--- src/rtl/spi_master_ctrl_if.sv ---
`default_nettype none
// ============================================================================
// Module   : spi_master_ctrl_if
// Brief    : Handshake, serial and spi_tx-side signals of spi_master_ctrl.
// Revision : 1.0 - initial release
// ============================================================================
interface spi_master_ctrl_if #(
    parameter int WIDTH = 8
);
    logic             start_i;
    logic [WIDTH-1:0] tx_data_i;
    logic             MISO_i;
    logic             busy_o;
    logic             done_o;
    logic [WIDTH-1:0] rx_data_o;
    logic             SCLK_o;
    logic             CS_n_o;
    logic             tx_load_o;
    logic             tx_en_o;
    logic [WIDTH-1:0] tx_buffer_o;

    modport master (
        input  start_i, tx_data_i, MISO_i,
        output busy_o, done_o, rx_data_o, SCLK_o, CS_n_o,
               tx_load_o, tx_en_o, tx_buffer_o
    );

    modport slave (
        output start_i, tx_data_i, MISO_i,
        input  busy_o, done_o, rx_data_o, SCLK_o, CS_n_o,
               tx_load_o, tx_en_o, tx_buffer_o
    );
endinterface
`default_nettype wire

--- src/rtl/spi_master_ctrl.sv ---
`default_nettype none
// ============================================================================
// Module   : spi_master_ctrl
// Brief    : SPI mode-0 transaction sequencer: CS/SCLK timing, MISO capture,
//            start/busy/done handshake and spi_tx load/enable drive.
// Revision : 1.0 - initial release
// ============================================================================
module spi_master_ctrl #(
    parameter int WIDTH    = 8,   // bits per transaction, >= 2
    parameter int CLK_DIV  = 4,
    parameter int CS_SETUP = 2,
    parameter int CS_HOLD  = 2,
    parameter int CS_IDLE  = 2
) (
    input  logic               clock_i,
    input  logic               reset_ni,
    spi_master_ctrl_if.master  bus
);

    localparam int c_DIV_W    = (CLK_DIV > 1) ? $clog2(CLK_DIV) : 1;
    localparam int c_WAIT_MX0 = (CS_SETUP > CS_HOLD) ? CS_SETUP : CS_HOLD;
    localparam int c_WAIT_MAX = (c_WAIT_MX0 > CS_IDLE) ? c_WAIT_MX0 : CS_IDLE;
    localparam int c_WAIT_W   = (c_WAIT_MAX > 1) ? $clog2(c_WAIT_MAX) : 1;
    localparam int c_BIT_W    = $clog2(WIDTH + 1);

    localparam logic [c_DIV_W-1:0]  c_DIV_LAST   = c_DIV_W'(CLK_DIV - 1);
    localparam logic [c_WAIT_W-1:0] c_SETUP_LAST = c_WAIT_W'(CS_SETUP - 1);
    localparam logic [c_WAIT_W-1:0] c_HOLD_LAST  = c_WAIT_W'(CS_HOLD - 1);
    localparam logic [c_WAIT_W-1:0] c_IDLE_LAST  = c_WAIT_W'(CS_IDLE - 1);
    localparam logic [c_BIT_W-1:0]  c_BITS       = c_BIT_W'(WIDTH);

    typedef enum logic [2:0] {
        S_IDLE  = 3'd0,
        S_LOAD  = 3'd1,
        S_SETUP = 3'd2,
        S_SHIFT = 3'd3,
        S_HOLD  = 3'd4,
        S_GAP   = 3'd5
    } state_t;

    state_t              r_state,     w_state;
    logic [c_DIV_W-1:0]  r_div_cnt,   w_div_cnt;
    logic [c_WAIT_W-1:0] r_wait_cnt,  w_wait_cnt;
    logic [c_BIT_W-1:0]  r_bit_cnt,   w_bit_cnt;
    logic [WIDTH-1:0]    r_shift,     w_shift;
    logic                r_busy,      w_busy;
    logic                r_done,      w_done;
    logic [WIDTH-1:0]    r_rx_data,   w_rx_data;
    logic                r_sclk,      w_sclk;
    logic                r_cs_n,      w_cs_n;
    logic                r_tx_load,   w_tx_load;
    logic                r_tx_en,     w_tx_en;
    logic [WIDTH-1:0]    r_tx_buffer, w_tx_buffer;
    logic [WIDTH-1:0]    w_shift_in;

    // MISO enters at the LSB so the first bit captured ends up as the MSB.
    assign w_shift_in = {r_shift[WIDTH-2:0], bus.MISO_i};

    always_ff @(posedge clock_i or negedge reset_ni) begin
        if (!reset_ni) begin
            r_state     <= S_IDLE;
            r_div_cnt   <= '0;
            r_wait_cnt  <= '0;
            r_bit_cnt   <= '0;
            r_shift     <= '0;
            r_busy      <= 1'b0;
            r_done      <= 1'b0;
            r_rx_data   <= '0;
            r_sclk      <= 1'b0;
            r_cs_n      <= 1'b1;
            r_tx_load   <= 1'b0;
            r_tx_en     <= 1'b0;
            r_tx_buffer <= '0;
        end else begin
            r_state     <= w_state;
            r_div_cnt   <= w_div_cnt;
            r_wait_cnt  <= w_wait_cnt;
            r_bit_cnt   <= w_bit_cnt;
            r_shift     <= w_shift;
            r_busy      <= w_busy;
            r_done      <= w_done;
            r_rx_data   <= w_rx_data;
            r_sclk      <= w_sclk;
            r_cs_n      <= w_cs_n;
            r_tx_load   <= w_tx_load;
            r_tx_en     <= w_tx_en;
            r_tx_buffer <= w_tx_buffer;
        end
    end

    always_comb begin
        w_state     = r_state;
        w_div_cnt   = r_div_cnt;
        w_wait_cnt  = r_wait_cnt;
        w_bit_cnt   = r_bit_cnt;
        w_shift     = r_shift;
        w_busy      = r_busy;
        w_done      = 1'b0;
        w_rx_data   = r_rx_data;
        w_sclk      = r_sclk;
        w_cs_n      = r_cs_n;
        w_tx_load   = 1'b0;
        w_tx_en     = r_tx_en;
        w_tx_buffer = r_tx_buffer;

        case (r_state)
            S_IDLE: begin
                if (bus.start_i) begin
                    w_tx_buffer = bus.tx_data_i;
                    w_busy      = 1'b1;
                    w_tx_load   = 1'b1;
                    w_state     = S_LOAD;
                end
            end
            S_LOAD: begin
                w_cs_n     = 1'b0;
                w_tx_en    = 1'b1;
                w_wait_cnt = '0;
                w_state    = S_SETUP;
            end
            S_SETUP: begin
                // The exit edge is also the first SCLK rise and first sample.
                if (r_wait_cnt == c_SETUP_LAST) begin
                    w_sclk    = 1'b1;
                    w_shift   = w_shift_in;
                    w_bit_cnt = c_BIT_W'(1);
                    w_div_cnt = '0;
                    w_state   = S_SHIFT;
                end else begin
                    w_wait_cnt = r_wait_cnt + c_WAIT_W'(1);
                end
            end
            S_SHIFT: begin
                if (r_div_cnt == c_DIV_LAST) begin
                    w_div_cnt = '0;
                    if (!r_sclk) begin
                        w_sclk    = 1'b1;
                        w_shift   = w_shift_in;
                        w_bit_cnt = r_bit_cnt + c_BIT_W'(1);
                    end else begin
                        w_sclk = 1'b0;
                        if (r_bit_cnt == c_BITS) begin
                            w_wait_cnt = '0;
                            w_state    = S_HOLD;
                        end
                    end
                end else begin
                    w_div_cnt = r_div_cnt + c_DIV_W'(1);
                end
            end
            S_HOLD: begin
                if (r_wait_cnt == c_HOLD_LAST) begin
                    w_cs_n     = 1'b1;
                    w_tx_en    = 1'b0;
                    w_rx_data  = r_shift;
                    w_done     = 1'b1;
                    w_wait_cnt = '0;
                    w_state    = S_GAP;
                end else begin
                    w_wait_cnt = r_wait_cnt + c_WAIT_W'(1);
                end
            end
            S_GAP: begin
                if (r_wait_cnt == c_IDLE_LAST) begin
                    w_busy  = 1'b0;
                    w_state = S_IDLE;
                end else begin
                    w_wait_cnt = r_wait_cnt + c_WAIT_W'(1);
                end
            end
            default: begin
                w_state = S_IDLE;
            end
        endcase
    end

    assign bus.busy_o      = r_busy;
    assign bus.done_o      = r_done;
    assign bus.rx_data_o   = r_rx_data;
    assign bus.SCLK_o      = r_sclk;
    assign bus.CS_n_o      = r_cs_n;
    assign bus.tx_load_o   = r_tx_load;
    assign bus.tx_en_o     = r_tx_en;
    assign bus.tx_buffer_o = r_tx_buffer;

endmodule
`default_nettype wire
--- src/flat_wrapper.sv ---
// flat-port wrapper written by rule: the top's interface ports become plain ports
module spi_master_ctrl_flat 
#(
    parameter int WIDTH    = 8,                                
    parameter int CLK_DIV  = 4,
    parameter int CS_SETUP = 2,
    parameter int CS_HOLD  = 2,
    parameter int CS_IDLE  = 2
)
  (clock_i, reset_ni, bus_start_i, bus_tx_data_i, bus_MISO_i, bus_busy_o, bus_done_o, bus_rx_data_o, bus_SCLK_o, bus_CS_n_o, bus_tx_load_o, bus_tx_en_o, bus_tx_buffer_o);
  spi_master_ctrl_if #(.WIDTH(WIDTH)) bus_i ();
  input  logic clock_i;
  input  logic reset_ni;
  input wire logic [$bits(bus_i.start_i)-1:0] bus_start_i;
  input wire logic [$bits(bus_i.tx_data_i)-1:0] bus_tx_data_i;
  input wire logic [$bits(bus_i.MISO_i)-1:0] bus_MISO_i;
  output wire logic [$bits(bus_i.busy_o)-1:0] bus_busy_o;
  output wire logic [$bits(bus_i.done_o)-1:0] bus_done_o;
  output wire logic [$bits(bus_i.rx_data_o)-1:0] bus_rx_data_o;
  output wire logic [$bits(bus_i.SCLK_o)-1:0] bus_SCLK_o;
  output wire logic [$bits(bus_i.CS_n_o)-1:0] bus_CS_n_o;
  output wire logic [$bits(bus_i.tx_load_o)-1:0] bus_tx_load_o;
  output wire logic [$bits(bus_i.tx_en_o)-1:0] bus_tx_en_o;
  output wire logic [$bits(bus_i.tx_buffer_o)-1:0] bus_tx_buffer_o;
  assign bus_i.start_i = bus_start_i;
  assign bus_i.tx_data_i = bus_tx_data_i;
  assign bus_i.MISO_i = bus_MISO_i;
  assign bus_busy_o = bus_i.busy_o;
  assign bus_done_o = bus_i.done_o;
  assign bus_rx_data_o = bus_i.rx_data_o;
  assign bus_SCLK_o = bus_i.SCLK_o;
  assign bus_CS_n_o = bus_i.CS_n_o;
  assign bus_tx_load_o = bus_i.tx_load_o;
  assign bus_tx_en_o = bus_i.tx_en_o;
  assign bus_tx_buffer_o = bus_i.tx_buffer_o;
  spi_master_ctrl #(.WIDTH(WIDTH), .CLK_DIV(CLK_DIV), .CS_SETUP(CS_SETUP), .CS_HOLD(CS_HOLD), .CS_IDLE(CS_IDLE)) u_core (.clock_i(clock_i), .reset_ni(reset_ni), .bus(bus_i));
endmodule
--- config.mk ---
export PLATFORM = sky130hd
export DESIGN_NAME = spi_master_ctrl_flat
export DESIGN_NICKNAME = d
export VERILOG_FILES = /design/src/rtl/spi_master_ctrl_if.sv /design/src/rtl/spi_master_ctrl.sv /design/src/flat_wrapper.sv
export SDC_FILE = /design/constraint.sdc
export NUM_CORES = 1
export LEC_CHECK = 0
export CAP_MARGIN = 20
export CELL_PAD_IN_SITES_DETAIL_PLACEMENT = 0
export CELL_PAD_IN_SITES_GLOBAL_PLACEMENT = 2
export CORE_ASPECT_RATIO = 1.4
export CORE_UTILIZATION = 31
export CTS_CLUSTER_SIZE = 20
export DETAILED_ROUTE_END_ITERATION = 7
export PLACE_DENSITY_LB_ADDON = 0.2
export SLEW_MARGIN = 20
export SYNTH_ARGS = -nofsm -noshare
export SYNTH_HDL_FRONTEND = slang
export SYNTH_SLANG_ARGS = --single-unit
export TNS_END_PERCENT = 50
--- constraint.sdc ---
create_clock -name clock_i -period 1.5 [get_ports clock_i]
set_input_delay 0.3 -clock clock_i [delete_from_list [all_inputs] [get_ports clock_i]]
set_output_delay 0.3 -clock clock_i [all_outputs]
set_load 0.02 [all_outputs]
; After elaboration in Yosys (flattened, before gate mapping)
; Index checks and enable logic that the tools add are counted.
[totals]
output_inout_bits = 22
input_bits = 12
latch_bits = 0
regBits = 40
ramBits = 0
romBits = 0
mem_count = 0
word_cells = 84
[classes]
mul = 0
mux = 38
eq_ne = 15
bitwise_logic = 0
addsub = 3
div = 0
order_cmp = 0
n_reduce_logical = 15
shifts = 0
[op_table]
columns = cell, n
row1 = 8-bit 2-to-1 mux, 3
row2 = 3-bit 2-to-1 mux, 7
row3 = 3-bit case mux with 6 select lines, 1
row4 = 8-bit case mux with 2 select lines, 1
row5 = 1-bit 2-to-1 mux, 14
row6 = 4-bit 2-to-1 mux, 3
row7 = 2-bit by 1-bit != test with 1-bit output (second input constant), 6
row8 = 1-bit case mux with 2 select lines, 4
row9 = 4-bit case mux with 2 select lines, 1
row10 = 2-bit AND reduction, 4
row11 = 4-bit AND reduction, 2
row12 = 7-bit AND reduction, 1
row13 = 3-bit by 2-bit == test with 1-bit output (second input constant), 2
row14 = 3-bit == test (second input constant), 2
row15 = 3-bit AND reduction, 2
row16 = 2-bit nonzero test, 3
row17 = 4-bit by 1-bit adder with 4-bit output (second input constant), 1
row18 = 4-bit == test (second input constant), 1
row19 = 2-bit 2-to-1 mux, 2
row20 = 2-bit != test (second input constant), 2
row21 = 1-bit case mux with 4 select lines, 1
row22 = 2-bit case mux with 2 select lines, 1
row23 = 4-bit nonzero test, 1
row24 = 3-bit by 1-bit == test with 1-bit output (second input constant), 1
row25 = other kinds (5), 5

; Longest topological paths before layout
[logic_depth]
depth_word = 5
mapped_depth = 5
mapped_depth_nobuf = 5

; Worst setup path after synthesis
; Ideal clock, no wire load.
[synth_timing]
path_kind = register to register
startpoint = register u_core.r_sclk, in the netlist u_core.bus.SCLK_o
endpoint = register u_core.r_shift[0]
stages_incl_launch_ff = 4
period_less_slack_ns = 1.526
path_buffers = 0
required_time_ns = 1.375
slack_ns = -0.026
setup_ns = 0.125
t_arrival_ns = 1.401
cell_sequence = dfrtp_1 nand3b_2 a21oi_4 mux2_4
[synth_between]
elab_chain_len = 2
[synth_lines]
columns = element, line
row1 = "start, declared", spi_master_ctrl.sv:49  ; logic r_sclk, w_sclk;
row2 = "start signal, assigned", spi_master_ctrl.sv:83  ; r_sclk <= w_sclk;
row3 = 2-bit != test (no source line), --
row4 = 4-bit AND reduction (no source line), --
row5 = "end signal, assigned", spi_master_ctrl.sv:79  ; r_shift <= w_shift;
row6 = "end, declared", spi_master_ctrl.sv:45  ; logic [WIDTH-1:0] r_shift, w_shift;
; Every way passes these cells.
; A chain may end at the register's enable or synchronous reset.

; Worst setup path after layout
[layout_timing]
startpoint = register u_core.r_state[2]
endpoint = register u_core.r_tx_buffer[1], in the netlist u_core.bus.tx_buffer_o[1]
[layout_between]
elab_chain_len = 2
[layout_lines]
columns = element, line
row1 = "start, declared", spi_master_ctrl.sv:41  ; state_t r_state, w_state;
row2 = "start signal, assigned", spi_master_ctrl.sv:75  ; r_state <= w_state;
row3 = 3-bit zero test, spi_master_ctrl.sv:106  ; case (r_state)
row4 = 2-bit AND reduction (no source line), --
row5 = "end signal, assigned", spi_master_ctrl.sv:87  ; r_tx_buffer <= w_tx_buffer;
row6 = "end, declared", spi_master_ctrl.sv:53  ; logic [WIDTH-1:0] r_tx_buffer, w_tx_buffer;
; Every way passes these cells.

==> metrics.md <==
| Metric | Value |
|---|---|
| Worst R2R Path Depth | 4 |
| IO Pins | 34 |
| TritonCTS clock tree | yes |
| Critical path type | flop to flop |
| Xor/xnor share of the synthesized area | 0 |
| Design area | ~0.0025 mm^2 |
| Synth Area in Simple Gates | 0.0952 |
| Placed Area | between 0.002 and 0.0025 mm^2 |
| Leakage power | roughly 1.2 nW |
| PwrDens | approximately 830 mW/mm^2 |
| ANT cells | 0 |
| Initial antenna violation count | 0 |
| Crit end category | flop |
| Buffers on Ports | 33 |
| Pre-antenna DRT Iters | 4 |
| Die X | ~67 um |
| Post-synthesis compound-gate area fraction | 0.117 |
| Final hold viol count | 0 |
| Final Worst Setup Slack | 17.8 ps |
| Gr ovfl total | 0 |
| Most common cell after layout, fill and taps aside | dfrtp_1 |
| Num CTS Buffers | 5 |
| Final Max Slew Viols | 0 |
| Fill cell count | between 500 and 600 |
| Row count | 32 |
| R2R Setup Slk | approximately 18 ps |
| Final core occ | 0.458 |
| Setup WS pre-CTS | -165 ps |
| Die area | between 0.006 and 0.007 mm^2 |
| HPWL after DPL | about 2800 um |
| Peak supply drop | between 500 and 600 uV |
| Endpoints failing setup | 0 |
| Root Driver | clkbuf_8 |
| Worst hold path class | input port to asynchronous set/reset pin |
| Max Buffers Root-to-Sink | 2 |
| Clk_skew | between 7 and 8 ps |
| Slew margin rel. | 0.745 |
| Post-synth top flop | dfrtp_1 |
| Multi-input gate area | ~780 um^2 |
| Avg Synthesized Cell Area | 13.5 um^2 |
| Final WL | roughly 3800 um |
| Avg WL per Cell | 14.5 um |
| Mux cell area share after synthesis | 0.177 |
| Synth Instances | roughly 130 |
| Register area share after synthesis | 0.552 |
| Setup bufs post-CTS | 0 |
| Count of state elements after synthesis | 40 |
| Req. time, crit path | 1680 ps |
| H-tree depth | 2 |
| Antenna Nets Post-Route | 0 |
| Register area | just over 0.001 mm^2 |
| Adder-Cell Fraction of Synth Area | 0.0262 |
| RSZ-0062 raised after global routing | true |
| Total number of vias | 1309 |
| Clock latency on the worst-skew pair | 290 ps |
| Clk slew on worst S/H paths | ~80 ps |
| Nets | ~210 |
| Final GP Congestion | 0.697 |
| Largest net degree at the start of global routing | 18 |
| Number of flops mapped to enable cells by yosys | 0 |
| Area Growth Syn to Fin | 40.4% |
| Die span in y | a little over 90 um |
| Max Cap Violations | 0 |
| CP max FO | 9 |
| Most frequent cells in the layout | 35 x dfrtp_1, 21 x dlygate4sd2_1, 17 x buf_4 |
| Tmin final | 1480 ps |
| Via density per instance | roughly 5.0 |
| CORE AREA | approximately 0.0056 mm^2 |
| Residual DRC | 0 |
| Synthesized cell area | ~0.0018 mm^2 |
| DRT iter0 DRCs | 44 |
| YS warnings | 0 |
| Period utilization | 0.988 |
| Global-route wire length before repair | ~6600 um |
| Worst r2r src | u_core.r_state[2] |
| GR Util All Layers | 0.143 |
| Fmax | roughly 670 MHz |
| Fraction of layout cells with a size suffix above 1 | 0.347 |
| Reg-to-reg endpoint | u_core.bus.tx_buffer_o[1] |
| Crit path DAT | 1660 ps |
| Sink Count | 40 |
| Slew at the pin closest to its max-slew limit | approximately 380 ps |
| Initial core utilization | 0.326 |
| Net Count, Synth | between 100 and 150 |
| Synth cell types | 42 |
| Startpoint types | flop |
| Async SR Flop Fraction | 1.00 |
| Main combinational cell family by area after synthesis | multiplexers |
| Number of global-route vias before repair | around 1400 |
| Status | completed |
-- synth_stat cells (all sizes together) (3+ instances only) --
| master | number | area share |
|---|---|---|
| mux2 | 25 | 0.17 |
| ha | 3 | 0.021 |
| nand3b | 3 | 0.014 |
| nand4 | 3 | 0.010 |
| nand2 | 3 | 0.0062 |
| dfrtp | 39 | 0.54 |
| buf | 4 | 0.016 |
| o21ai | 10 | 0.028 |
| nor2 | 3 | 0.0062 |
| a22o | 3 | 0.014 |
| inv | 6 | 0.012 |
-- routing by layer --
metal / vias up / track usage / part of all wire
met5: - / 0 / 0
met3: 4 / 0.0333 / 0.029
met1: 673 / 0.182 / 0.44
li1: 606 / - / -
met2: 26 / 0.227 / 0.51
met4: 0 / 0.0585 / 0.013
-- report_power, final --
part	internal, W	switching, W	total, W
Clock	0.000501	0.000399	0.000900
Combinational	0.0000643	0.0000503	0.000115
Sequential	0.00110	0.0000117	0.00111
-- worst max-delay path: stages, from the launching register on --
cell and delay [ps]:
dfrtp_2 480, buf_12 160, nor4b_4 210, buf_6 180
mux2_2 340
-- area by class of cell --
class	instances	area share
clock inverter	3	0.0182
inverter	6	0.00884
tap	68	0.0334
clock buffer	5	0.0270
multi-input combinational	82	0.306
sequential	40	0.395
timing repair buffer	57	0.212
-- how the worst max path moves through the flow --
stage	from	end	slack (ps)	cells after the start
floorplan	u_core.r_div_cnt[0]	u_core.r_shift[0]	30	4
global placement	bus_start_i	u_core.bus.tx_buffer_o[5]	-130	4
finish	u_core.r_state[2]	u_core.bus.tx_buffer_o[1]	20	4
global route	u_core.r_state[2]	u_core.bus.tx_buffer_o[5]	-40	4
CTS	u_core.r_state[2]	u_core.bus.tx_buffer_o[1]	10	4
detailed placement	bus_start_i	u_core.bus.tx_buffer_o[1]	-170	4
-- cells by family (layout without fill, tap and decap cells) --
family,Yosys count,after routing
simple gates,23,23
flops,40,40
mux,26,26
fa+ha+maj,4,4
compound gates,29,29
buf+inv,12,71
-- state kept, by name, indices dropped and copies added (netlist names) --
name,flops
u_core.bus.busy_o,1
u_core.bus.SCLK_o,1
u_core.bus.rx_data_o,8
u_core.r_shift,8
u_core.bus.tx_buffer_o,8
u_core.bus.done_o,1
u_core.bus.tx_load_o,1
u_core.r_state,3
u_core.bus.CS_n_o,1
u_core.r_bit_cnt,4
u_core.bus.tx_en_o,1
u_core.r_wait_cnt,1
u_core.r_div_cnt,2
-- repair_timing --
item / 4_1_cts / 5_1_grt
endpoints found under the setup margin: 42 / 25
pin swaps: 0 / 1
endpoints found under the hold margin: 13 / 0
hold buffers: 1 / 0
resized for setup: 27 / 4
cloned: 0 / 0
-- through the flow --
stage               hold slack, ps  power, W  setup TNS (ps)  cells
finish                         447   0.00212               0    261
CTS                            437   0.00216               0    261
detailed placement             234   0.00125           -1440    252
floorplan                     4.41   0.00116               0    134
global route                   453   0.00222            -204    261
global placement               225   0.00125           -1150    252
No activity file was read; power rests on OpenSTA's default activity.
